===== config.mk =====
export PLATFORM = sky130hd
export DESIGN_NAME = ext_uart_tx
export DESIGN_NICKNAME = d
export VERILOG_FILES = /design/src/rtl/ext_uart_tx.sv
export SDC_FILE = /design/constraint.sdc
export NUM_CORES = 1
export LEC_CHECK = 0
export ABC_AREA = 1
export BUFFER_PORTS_ARGS = -buffer_cell sky130_fd_sc_hd__buf_2
export CORE_UTILIZATION = 35
export DETAILED_ROUTE_END_ITERATION = 10
export SYNTH_ARGS = -nofsm -noshare
export SYNTH_HDL_FRONTEND = slang
export SYNTH_SLANG_ARGS = --single-unit
export TNS_END_PERCENT = 20

===== constraint.sdc =====
create_clock -name clk -period 4.4 [get_ports clk]
set_input_delay 0.44 -clock clk [delete_from_list [all_inputs] [get_ports clk]]
set_output_delay 0.44 -clock clk [all_outputs]
set_load 0.005 [all_outputs]

===== src/rtl/ext_uart_tx.sv =====
// ============================================================================
// Module  : ext_uart_tx
// Brief   : External-bus byte target that queues writes into a FIFO and
//           transmits them as 8N1 UART frames.
// Revision: 1.0
// ============================================================================
`default_nettype none

module ext_uart_tx #(
  parameter int          FIFO_AW   = 4,
  parameter int unsigned DIV_RESET = 104
) (
  input  logic        clk,
  input  logic        resetn,
  input  logic [15:0] i_ext_addr,
  input  logic [7:0]  i_ext_data,
  input  logic        i_ext_wstrb,
  input  logic        i_ext_valid,
  output logic        o_ext_ready,
  output logic        o_uart_tx,
  output logic        o_tx_busy
);

  localparam int             DEPTH   = 1 << FIFO_AW;
  localparam logic [FIFO_AW:0] PTR_ONE = (FIFO_AW+1)'(1);
  localparam logic [15:0]    DIV_INIT = 16'(DIV_RESET);

  localparam logic [1:0] ST_IDLE  = 2'd0;
  localparam logic [1:0] ST_START = 2'd1;
  localparam logic [1:0] ST_DATA  = 2'd2;
  localparam logic [1:0] ST_STOP  = 2'd3;

  logic [7:0]       fifo_mem [DEPTH];
  logic [FIFO_AW:0] wptr_q, wptr_d, rptr_q, rptr_d;
  logic             ack_hold_q, ack_hold_d;
  logic [15:0]      div_q, div_d;
  logic [15:0]      timer_q, timer_d;
  logic [15:0]      bit_len_q, bit_len_d;
  logic [1:0]       state_q, state_d;
  logic [7:0]       shift_q, shift_d;
  logic [2:0]       bit_idx_q, bit_idx_d;

  logic             fifo_full, fifo_empty;
  logic             accept, push, pop;
  logic [15:0]      div_eff;
  logic             unused_addr;

  assign unused_addr = ^i_ext_addr[15:2];

  assign fifo_empty = (wptr_q == rptr_q);
  assign fifo_full  = (wptr_q[FIFO_AW] != rptr_q[FIFO_AW]) &&
                      (wptr_q[FIFO_AW-1:0] == rptr_q[FIFO_AW-1:0]);

  // ack_hold masks the extra valid cycle the initiator needs to see ready.
  assign o_ext_ready = i_ext_valid & ~ack_hold_q &
                       ~(i_ext_wstrb & (i_ext_addr[1:0] == 2'd0) & fifo_full);
  assign accept      = i_ext_valid & o_ext_ready;
  assign push        = accept & i_ext_wstrb & (i_ext_addr[1:0] == 2'd0);
  assign pop         = (state_q == ST_IDLE) & ~fifo_empty;
  assign div_eff     = (div_q < 16'd2) ? 16'd1 : div_q;
  assign o_tx_busy   = ~fifo_empty | (state_q != ST_IDLE);

  always_comb begin
    ack_hold_d = accept;
    wptr_d     = wptr_q;
    rptr_d     = rptr_q;
    div_d      = div_q;
    timer_d    = timer_q;
    bit_len_d  = bit_len_q;
    state_d    = state_q;
    shift_d    = shift_q;
    bit_idx_d  = bit_idx_q;

    if (push) wptr_d = wptr_q + PTR_ONE;
    if (pop)  rptr_d = rptr_q + PTR_ONE;

    if (accept && i_ext_wstrb) begin
      if (i_ext_addr[1:0] == 2'd1) div_d[7:0]  = i_ext_data;
      if (i_ext_addr[1:0] == 2'd2) div_d[15:8] = i_ext_data;
    end

    case (state_q)
      ST_IDLE: begin
        if (!fifo_empty) begin
          // Bit length is frozen per frame so divisor writes apply next frame.
          shift_d   = fifo_mem[rptr_q[FIFO_AW-1:0]];
          bit_len_d = div_eff;
          timer_d   = div_eff - 16'd1;
          state_d   = ST_START;
        end
      end
      ST_START: begin
        if (timer_q == 16'd0) begin
          timer_d   = bit_len_q - 16'd1;
          bit_idx_d = 3'd0;
          state_d   = ST_DATA;
        end else begin
          timer_d = timer_q - 16'd1;
        end
      end
      ST_DATA: begin
        if (timer_q == 16'd0) begin
          timer_d = bit_len_q - 16'd1;
          shift_d = {1'b0, shift_q[7:1]};
          if (bit_idx_q == 3'd7) state_d = ST_STOP;
          else                   bit_idx_d = bit_idx_q + 3'd1;
        end else begin
          timer_d = timer_q - 16'd1;
        end
      end
      default: begin
        if (timer_q == 16'd0) state_d = ST_IDLE;
        else                  timer_d = timer_q - 16'd1;
      end
    endcase
  end

  always_comb begin
    o_uart_tx = 1'b1;
    case (state_q)
      ST_START: o_uart_tx = 1'b0;
      ST_DATA:  o_uart_tx = shift_q[0];
      default:  o_uart_tx = 1'b1;
    endcase
  end

  always_ff @(posedge clk or negedge resetn) begin
    if (!resetn) begin
      wptr_q     <= '0;
      rptr_q     <= '0;
      ack_hold_q <= 1'b0;
      div_q      <= DIV_INIT;
      timer_q    <= '0;
      bit_len_q  <= 16'd1;
      state_q    <= ST_IDLE;
      shift_q    <= '0;
      bit_idx_q  <= '0;
    end else begin
      wptr_q     <= wptr_d;
      rptr_q     <= rptr_d;
      ack_hold_q <= ack_hold_d;
      div_q      <= div_d;
      timer_q    <= timer_d;
      bit_len_q  <= bit_len_d;
      state_q    <= state_d;
      shift_q    <= shift_d;
      bit_idx_q  <= bit_idx_d;
    end
  end

  always_ff @(posedge clk) begin
    if (push) fifo_mem[wptr_q[FIFO_AW-1:0]] <= i_ext_data;
  end

endmodule

`default_nettype wire


* Word level (Yosys, flattened, before mapping)
Memory sizes are Yosys's and may differ from the RTL's.
Index checks and enable logic that the tools add are counted.
** Storage, ports and cells
- Register bits after elaboration :: 72
- Bits in writable memories :: 128
- Input bits :: 28
- Output and inout port bits :: 3
- Word-level logic and storage cells :: 82
- Memories kept :: 1
** Memories
- fifo_mem :: depth 16, width 8, read ports 1, clocked after Yosys merged registers in 0, write ports 1, line 33 : logic [7:0] fifo_mem [DEPTH];
** Operators by class
- Add/subtract/negate cells :: 6
- Magnitude comparators :: 1
- Equality and inequality tests :: 14
- Mux-type cells :: 21
- Bitwise gates (word level) :: 12
- Reduce and logical (&&, ||, !) cells :: 17
** Operators by type and width (number)
- 16-bit 2-to-1 mux :: 4
- 16-bit by 1-bit subtractor with 16-bit output (second input constant) :: 3
- 16-bit one-hot mux with 2 select lines :: 1
- 16-bit zero test :: 1
- 16-bit by 2-bit less-than comparator with 1-bit output (second input constant) :: 1
- 8-bit 2-to-1 mux :: 2
- 8-bit one-hot mux with 2 select lines :: 1
- 5-bit by 1-bit adder with 5-bit output (second input constant) :: 2
- 2-bit 2-to-1 mux :: 5
- 2-bit inequality test (second input constant) :: 5
- 3-bit 2-to-1 mux :: 3
- 1-bit AND :: 8
- 2-bit AND reduction :: 4
- 2-bit nonzero test :: 4
- 2-bit one-hot mux with 3 select lines :: 1
- 3-bit one-hot mux with 2 select lines :: 1
- 5-bit equality test :: 1
- 5-bit AND reduction :: 1
- 2-bit by 1-bit equality test with 1-bit output (second input constant) :: 2
- 2-bit equality test (second input constant) :: 2
- 4-bit equality test :: 1
- 2-bit zero test :: 2
- 4-bit AND reduction :: 1
- 3-bit by 1-bit adder with 3-bit output (second input constant) :: 1
- other kinds (10) :: 14

* Logic depth before layout (Yosys ltp)
- Word-level depth :: 10
- Mapped depth :: 15
- Gate-level depth less buffers :: 15

* Worst setup path before layout
OpenSTA, ideal clock, no wires.
- Kind :: register to register
- From :: register rptr_q[4]
- To :: memory fifo_mem[10][0] (enable)
- Setup time :: 383 ps
- Arrival :: 1883 ps
- Required time :: 4017 ps
- Path slack :: 2133 ps
- Stages on the path, launching flop included :: 9
- Clock period less this slack :: 2267 ps
- Cell sequence :: dfrtp_1 > xnor2_1 > inv_1 > nand4_1 > nand2_2 > inv_4 > nand2_4 > buf_6 > nor3_1
** On the way
- Cells in the longest elaborated chain, start to end :: 10
** Ends and longest elaborated chain
- start: declaration :: line 34 : logic [FIFO_AW:0] wptr_q, wptr_d, rptr_q, rptr_d;
- start signal: assignment :: line 140 : rptr_q <= rptr_d;
- 1-bit inequality test :: line 51 : assign fifo_full = (wptr_q[FIFO_AW] != rptr_q[FIFO_AW]) &&
- 1-bit logical AND :: line 51
- 1-bit AND :: line 56 : ~(i_ext_wstrb & (i_ext_addr[1:0] == 2'd0) & fifo_full);
- 1-bit inverter :: line 56
- 1-bit AND :: line 55 : assign o_ext_ready = i_ext_valid & ~ack_hold_q &
- via o_ext_ready :: line 19 : output logic o_ext_ready,
- 1-bit AND :: line 57 : assign accept = i_ext_valid & o_ext_ready;
- 1-bit AND (2 in a row) :: line 58 : assign push = accept & i_ext_wstrb & (i_ext_addr[1:0] == 2'd0);
- 1-bit 2-to-1 mux :: line 152 : if (push) fifo_mem[wptr_q[FIFO_AW-1:0]] <= i_ext_data;
- 1-bit 2-to-1 mux (implied by the code) :: line 152
- end: declaration :: line 33
The timed path passes the listed nets, and every way through them passes these cells.

* Worst setup path after layout
- From :: register rptr_q[2]
- To :: memory fifo_mem[4][2] (enable)
** On the way
- Cells in the longest elaborated chain, start to end :: 10
** Ends and longest elaborated chain
- 4-bit equality test :: line 52 : (wptr_q[FIFO_AW-1:0] == rptr_q[FIFO_AW-1:0]);
- 1-bit logical AND :: line 51
- 1-bit AND :: line 56
- 1-bit inverter :: line 56
- 1-bit AND :: line 55
- 1-bit AND :: line 57
- 1-bit AND (2 in a row) :: line 58
- 1-bit 2-to-1 mux :: line 152
- 1-bit 2-to-1 mux (implied by the code) :: line 152
No other way between the ends.

==> flow_metrics.py <==
metrics = {
    "outcome": {
        "status": "complete, no violations",
    },
    "power_and_ir_drop": {
        "total_power_uw": 7228,
        "p_per_area_nw_per_um2": 653.7,
        "p_leak_uw": 0.004499,
        "max-vdd-ir-drop_uv": 415.0,
    },
    "yosys": {
        "async_flop_share": 0.3600,
        "synth_area_sq_um": 9958,
        "synth_fp_nets": 1135,
        "yosys.area.top_type": "edfxtp_1",
        "synth-edff-count": 128,
        "netlist_instances": 1093,
        "synth-main-ff-cell": "edfxtp_1",
        "yosys.area.top_type_share": 0.3860,
        "synth.avg_cell_area_sq_um": 9.111,
        "ys_seq_elements": 200,
        "synth_common_cells": "nand2_1 (238), nor2_1 (171), edfxtp_1 (128)",
        "yosysUniqueCellTypes": 47,
        "synth.area.top_cells": "edfxtp_1 (39%), dfrtp_1 (17%), nand2_1 (9.0%), nor2_1 (6.4%), o21ai_0 (5.9%)",
        "yosysSeqAreaShare": 0.5674,
        "yosysMostFrequentCell": "nand2_1",
        "ys_warn_count": 0,
    },
    "route": {
        "vias": 7322,
        "dr.pass1.iters": 5,
        "postRouteAntennaNets": 0,
        "drt_wl_total_microns": 23210,
        "drcViolationCount": 0,
        "routedWlPerCell_microns": 15.53,
        "drt_iter0_markers": 512,
        "viasPerCell": 4.898,
    },
    "finish": {
        "nFillCells": 2738,
        "area_growth_pct": 11.03,
        "regArea_sq_um": 5652,
        "drive_gt1_frac": 0.09050,
        "multi_input_area_sq_um": 3722,
        "fin_nets": 1145,
        "stdcell_count": 1495,
    },
    "flow_run": {
        "max_cap_viol_count": 0,
    },
    "global_routing": {
        "grt_first_pass_wirelength_microns": 37180,
        "grt_max_degree": 73,
        "grt_usage": 0.1686,
        "antenna_found_initial": 2,
        "grt_pass1_vias": 6877,
        "overflow": 0,
    },
    "placement": {
        "port_buffers": 16,
        "gp_congestion": 0.8584,
        "dp_cells": 1462,
        "hpwl_microns": 15400,
    },
    "sta": {
        "fmax_mhz": 354.5,
        "hold_violations": 0,
        "rsz0062_at_grt": "false",
        "max_slew_margin": 0.1855,
        "finalMaxSlewViolations": 0,
        "finalCritPeriodShare": 0.6412,
        "whs_ns": 0.1182,
        "setup_viol": 0,
        "finClkSkew_ns": 0.01945,
        "setup_tns_ns": 0,
        "worstMarginPinSlew_ns": 1.212,
        "min_period_ns": 2.821,
    },
    "setup_path": {
        "arrival_ns": 2.89,
        "path_cells": "xor2_1 > nor2_2 > nand4_1 > nand2_2 > inv_4 > nand2_4 > nor3_1",
        "crit_slowest_cell": "nor3_1",
        "cp-end-kind": "flip-flop",
        "path_class": "flip-flop to flip-flop",
        "crit_required_ns": 4.47,
        "critical_path.max_fanout": 18,
        "crit_path_start_kind": "flip-flop",
        "max_stage_delay_ns": 0.96,
    },
    "clocking": {
        "clockBufferDepth": 2,
        "cts_setup_buffers": 0,
        "clk_latency_ns": 0.46,
        "cts.clk_slew.worst_paths_ns": 0.09,
        "cts_max_level": 4,
        "cts_tree": "yes",
        "cts_root_buffer": "clkbuf_16",
        "clock-sinks": 200,
        "cts_hold_buf": 0,
        "cts_resized": 0,
        "numCtsBuffers": 17,
    },
    "die": {
        "die_area_sq_um": 29130,
        "core-area_sq_um": 27860,
        "rows": 61,
        "boundaryPins": 31,
        "die_h_microns": 170.7,
        "start_util": 0.3575,
        "die_width_microns": 170.7,
    },
    "min_path": {
        "hold_class": "primary input to async pin",
    },
}
## layout by cell type (no fill, tap or decap), types with 16 or more instances in the layout
| cell type | synthesis | routed |
|---|---|---|
| o211ai_1 | 22 | 22 |
| o22ai_1 | 16 | 16 |
| xor2_1 | 18 | 18 |
| nand3_1 | 79 | 79 |
| inv_1 | 88 | 87 |
| o21ai_0 | 117 | 117 |
| nor2_1 | 171 | 171 |
| dfrtp_1 | 68 | 67 |
| nand2_1 | 238 | 238 |
| edfxtp_1 | 128 | 128 |
| a21oi_1 | 17 | 17 |
| clkbuf_16 | 0 | 17 |
## path summary, 6_finish.rpt
check	slack (ns)	from	endpoint	depth (start not counted)
max	1.58	rptr_q[2]	fifo_mem[4][2]	7
min	0.12	resetn	shift_q[1]	1
max reg2reg	1.58	rptr_q[2]	fifo_mem[4][2]	7
min reg2reg	0.48	shift_q[7]	shift_q[7]	2
max in group asynchronous	3.61	resetn	rptr_q[0]	1
min in group clk	0.34	i_ext_addr[1]	wptr_q[3]	4
## routing by layer
layer | global-route usage | wire [microns] | vias up | share of wire
met5 | 0 | 0 | - | 0
met4 | 0.06032 | 415 | 0 | 0.018
met2 | 0.2742 | 11050 | 139 | 0.48
met1 | 0.2241 | 10760 | 3463 | 0.46
met3 | 0.03146 | 990 | 29 | 0.043
li1 | - | - | 3691 | -
## where the power goes
group / total [uW] / internal [uW] / switching (uW)
clock network: 1740 / 835 / 908
logic: 2900 / 930 / 1970
registers: 2580 / 2290 / 299
total: 7230 / 4050 / 3180
## area by class of cell
type	count	share of cell area
inverter	94	0.03259
antenna	1	0.0002263
tap	378	0.04277
clock inverter	15	0.02184
clock buffer	17	0.03847
multi-input combinational	761	0.3367
sequential	200	0.5111
timing repair buffer	29	0.01630
## through the flow
stage | worst slack, ns | instance area (sq um) | util
floorplan | 2.133 | 9958 | -
global placement | 1.623 | 10390 | 0.3729
detailed placement | 1.478 | 10390 | 0.3729
CTS | 1.469 | 11050 | 0.3968
global route | 1.243 | 11050 | 0.3968
finish | 1.579 | 11060 | 0.3969
## state kept, by name (all words and copies together), names as in the netlist
name,flops
rptr_q,5
timer_q,16
fifo_mem,128
bit_len_q,16
div_q,16
shift_q,8
bit_idx_q,3
wptr_q,5
ack_hold_q,1
state_q,2
## cells by family (layout without fill, tap and decap cells)
logic type,after synthesis,count (layout),share of synthesized area
compound gates,192,192,0.1109
other cells,0,1,0
xor+xnor,23,23,0.02023
flops,200,200,0.5674
simple gates,532,532,0.2250
fa+ha+maj,14,14,0.01759
buf+inv,132,155,0.05880
## critical path, delay by kind of cell (launching register included)
family / cells / cell delay (ns)
XOR/XNOR: 1 / 0.22
buffers and inverters: 1 / 0.11
flip-flops: 1 / 0.72
AND/OR/NAND/NOR: 5 / 1.39
Power figures use the tool's default switching activity.
